--- src/rtl/hamming_decoder_pipe_pkg.sv ---
// Shared Hamming(12,8) types and helpers for the decoder pipeline and syndrome unit.
package hamming_pkg;

  localparam int DATA_W = 8;
  localparam int CODE_W = 12;
  localparam int SYN_W  = 4;

  typedef logic [CODE_W-1:0] code_t;
  typedef logic [DATA_W-1:0] data_t;
  typedef logic [SYN_W-1:0]  syn_t;

  // Code-bit index of data bit d0..d7 (positions 3,5,6,7,9,10,11,12).
  localparam int DATA_POS [DATA_W] = '{2, 4, 5, 6, 8, 9, 10, 11};

  function automatic data_t extract_data(input code_t code);
    data_t d;
    d = '0;
    for (int i = 0; i < DATA_W; i++) begin
      d[i] = code[DATA_POS[i]];
    end
    return d;
  endfunction

endpackage

--- src/rtl/hamming_decoder_pipe_syndrome.sv ---
// Combinational Hamming(12,8) syndrome: bit k is the XOR of all positions whose index has bit k set.
module hamming_syndrome
  import hamming_pkg::*;
(
  input  code_t code_i,
  output syn_t  syn_o
);

  // Accumulate each code bit into every syndrome bit its position index selects.
  always_comb begin
    syn_o = '0;
    for (int i = 0; i < CODE_W; i++) begin
      for (int k = 0; k < SYN_W; k++) begin
        syn_o[k] = syn_o[k] ^ (code_i[i] & 1'((i + 1) >> k));
      end
    end
  end

endmodule

--- config.mk ---
export PLATFORM = sky130hd
export DESIGN_NAME = hamming_syndrome
export DESIGN_NICKNAME = d
export VERILOG_FILES = /design/src/rtl/hamming_decoder_pipe_pkg.sv /design/src/rtl/hamming_decoder_pipe_syndrome.sv
export SDC_FILE = /design/constraint.sdc
export NUM_CORES = 1
export LEC_CHECK = 0
export BUFFER_PORTS_ARGS = -buffer_cell sky130_fd_sc_hd__buf_2
export CAP_MARGIN = 10
export CORE_AREA = 2 2 39 41
export DETAILED_ROUTE_END_ITERATION = 7
export DIE_AREA = 0 0 41 43
export SLEW_MARGIN = 10
export SYNTH_ARGS = -nofsm -noshare
export SYNTH_HDL_FRONTEND = slang
export SYNTH_SLANG_ARGS = --single-unit
--- constraint.sdc ---
create_clock -name vclk -period 1.7
set_input_delay 0.34 -clock vclk [all_inputs]
set_output_delay 0.34 -clock vclk [all_outputs]
set_load 0.005 [all_outputs]
==> metrics.md <==
| Metric | Value |
|---|---|
| Diodes inserted | `0` |
| Crit path buf inv count | `2` |
| First-pass DRT Iterations | `1` |
| # rows | `14` |
| CLK BUF | `0` |
| FMAX | `670.6 MHz` |
| GR Util All Layers | `4.028%` |
| Critical Path Start Type | `primary input` |
| Fin nets | `41` |
| Critical path type | `primary input to output pin` |
| Max-slew violations | `0` |
| GPL Wtd Cong | `0.6225` |
| Synth Area per Inst | `15.01 um^2` |
| Seq/Total Area, Yosys | `0%` |
| Final min period | `1.491 ns` |
| Hold EP | `syn_o[3]` |
| Simple-gate share of the synthesized area | `0%` |
| Total Power | `0.1086 mW` |
| CTS resizes | `0` |
| Hold WC Path Type | `primary input to output pin` |
| Relative slew margins | `88.48%` |
| I/O Pins | `16` |
| Drt wl/cell | `8.860 um` |
| Initial antenna violation count | `0` |
| Syn Std Cell Area | `165.2 um^2` |
| RSZ-0062 raised after global routing | `false` |
| CP max-delay cell | `xnor3_1` |
| Synth warnings | `0` |
| Crit path from | `code_i[10]` |
| P&R area growth vs syn | `60.61%` |
| Synth unique cells | `3` |
| FF/Latch Area | `0 um^2` |
| Adder-Cell Fraction of Synth Area | `0%` |
| Post-route DRC | `0` |
| Setup Total Neg Slack | `0 ns` |
| Area occupied by multi-input gates | `165.2 um^2` |
| Starting DRT DRC Count | `0` |
| Post-route ant nets | `0` |
| Final-report setup violation count | `0` |
| Largest family of logic cells by synthesized area | `XOR/XNOR gates` |
| Vias in the first global route | `131` |
| Initial Util | `11.93%` |
| Cells on Worst Hold Path | `4` |
| Total number of vias | `137` |
| Total wire length | `381 um` |
| Hold Path Origin | `code_i[7]` |
| Final Hold Fails | `0` |
| Ordered list of cells on the worst path | `buf_2 > xnor3_1 > xor2_1 > buf_2` |
| Seq cells | `0` |
| Largest net degree at the start of global routing | `3` |
| Most frequent cells in the layout | `buf_2 (16), xnor3_1 (5), xor2_1 (4)` |
| Postcts setup bufs | `0` |
| Core Region | `1384 um^2` |
| Top delay family on crit path | `XOR/XNOR gates` |
| IO Port Bufs | `16` |
| Synth Instances | `11` |
| Maxcap violations | `0` |
| Synth Area in XOR/XNOR | `100.0%` |
| # fillers | `150` |
| Syn nets | `23` |
| Commonest non-fill, non-tap cell in the layout | `buf_2` |
| DIE HEIGHT | `43 um` |
| Die area | `1763 um^2` |
| PD cells | `409.3 nW/um^2` |
| Setup crit end kind | `output pin` |
| Slew @ Worst Pin | `0.1723 ns` |
| Mux cell area share after synthesis | `0%` |
| Crit path arrival time | `1.15 ns` |
| First-pass GRT wire length | `538 um` |
| CP max stage delay | `0.42 ns` |
| Final period util | `87.72%` |
| Die X | `41 um` |
| Status | `complete, no violations` |
| Cts hold-fix bufs | `0` |
| Worst endpoint required time | `1.36 ns` |
| Global route total overflow | `0` |
| Share of cells above drive strength 1 | `59.26%` |
| Max Fanout on Critical Path | `2` |
| Vias per cell | `3.186` |
| CP dominant cell by count | `buf_2` |
| VDD IR max | `0.1357 mV` |
| Area fraction in compound gates after synthesis | `0%` |
| Leakage | `0.1623 nW` |
==> final cells by class <==
cell class / instances / area share [%]
Tap cell: 16 / 7.547
Multi-Input combinational cell: 11 / 62.26
Timing Repair Buffer: 16 / 30.19
==> Yosys cell counts <==
| cell type | count | area (um^2) |
|---|---|---|
| xnor2_1 | 2 | 17.52 |
| xnor3_1 | 5 | 112.6 |
| xor2_1 | 4 | 35.03 |
==> per-stage QoR <==
stage	util, %	cell area, um^2	worst slack (ns)	std cells	hold WS, ns
global placement	19.17	265.3	0.2006	43	1.066
floorplan	-	165.2	0.4294	11	0.8594
global route	19.17	265.3	0.1586	43	1.086
finish	19.17	265.3	0.2088	43	1.059
detailed placement	19.17	265.3	0.2118	43	1.055
CTS	19.17	265.3	0.2063	43	1.061
==> report_power, final <==
| group | switching [mW] | leakage (nW) | internal (mW) |
|---|---|---|---|
| combinational | 0.0390 | 0.162 | 0.0695 |
| sequential | 0 | 0 | 0 |
| clock | 0 | 0 | 0 |
| total | 0.0390 | 0.162 | 0.0695 |
==> how the worst max path moves through the flow <==
stage                     endpoint  cells past startpoint
after floorplan           syn_o[0]                      2
after global placement    syn_o[1]                      4
after detailed placement  syn_o[1]                      4
after CTS                 syn_o[1]                      4
after global routing      syn_o[0]                      4
final                     syn_o[0]                      4
==> cell families after synthesis <==
family / Yosys count
xor gates and xnor gates: 11
==> per-layer routing <==
layer / vias up / global-route usage (%) / share of wire [%]
met4: 0 / 0 / 0
met2: 16 / 5.000 / 27
met1: 51 / 6.818 / 48
li1: 70 / - / -
met3: 0 / 1.571 / 25
met5: - / 0 / 0
(Power assumes the default switching activity.)
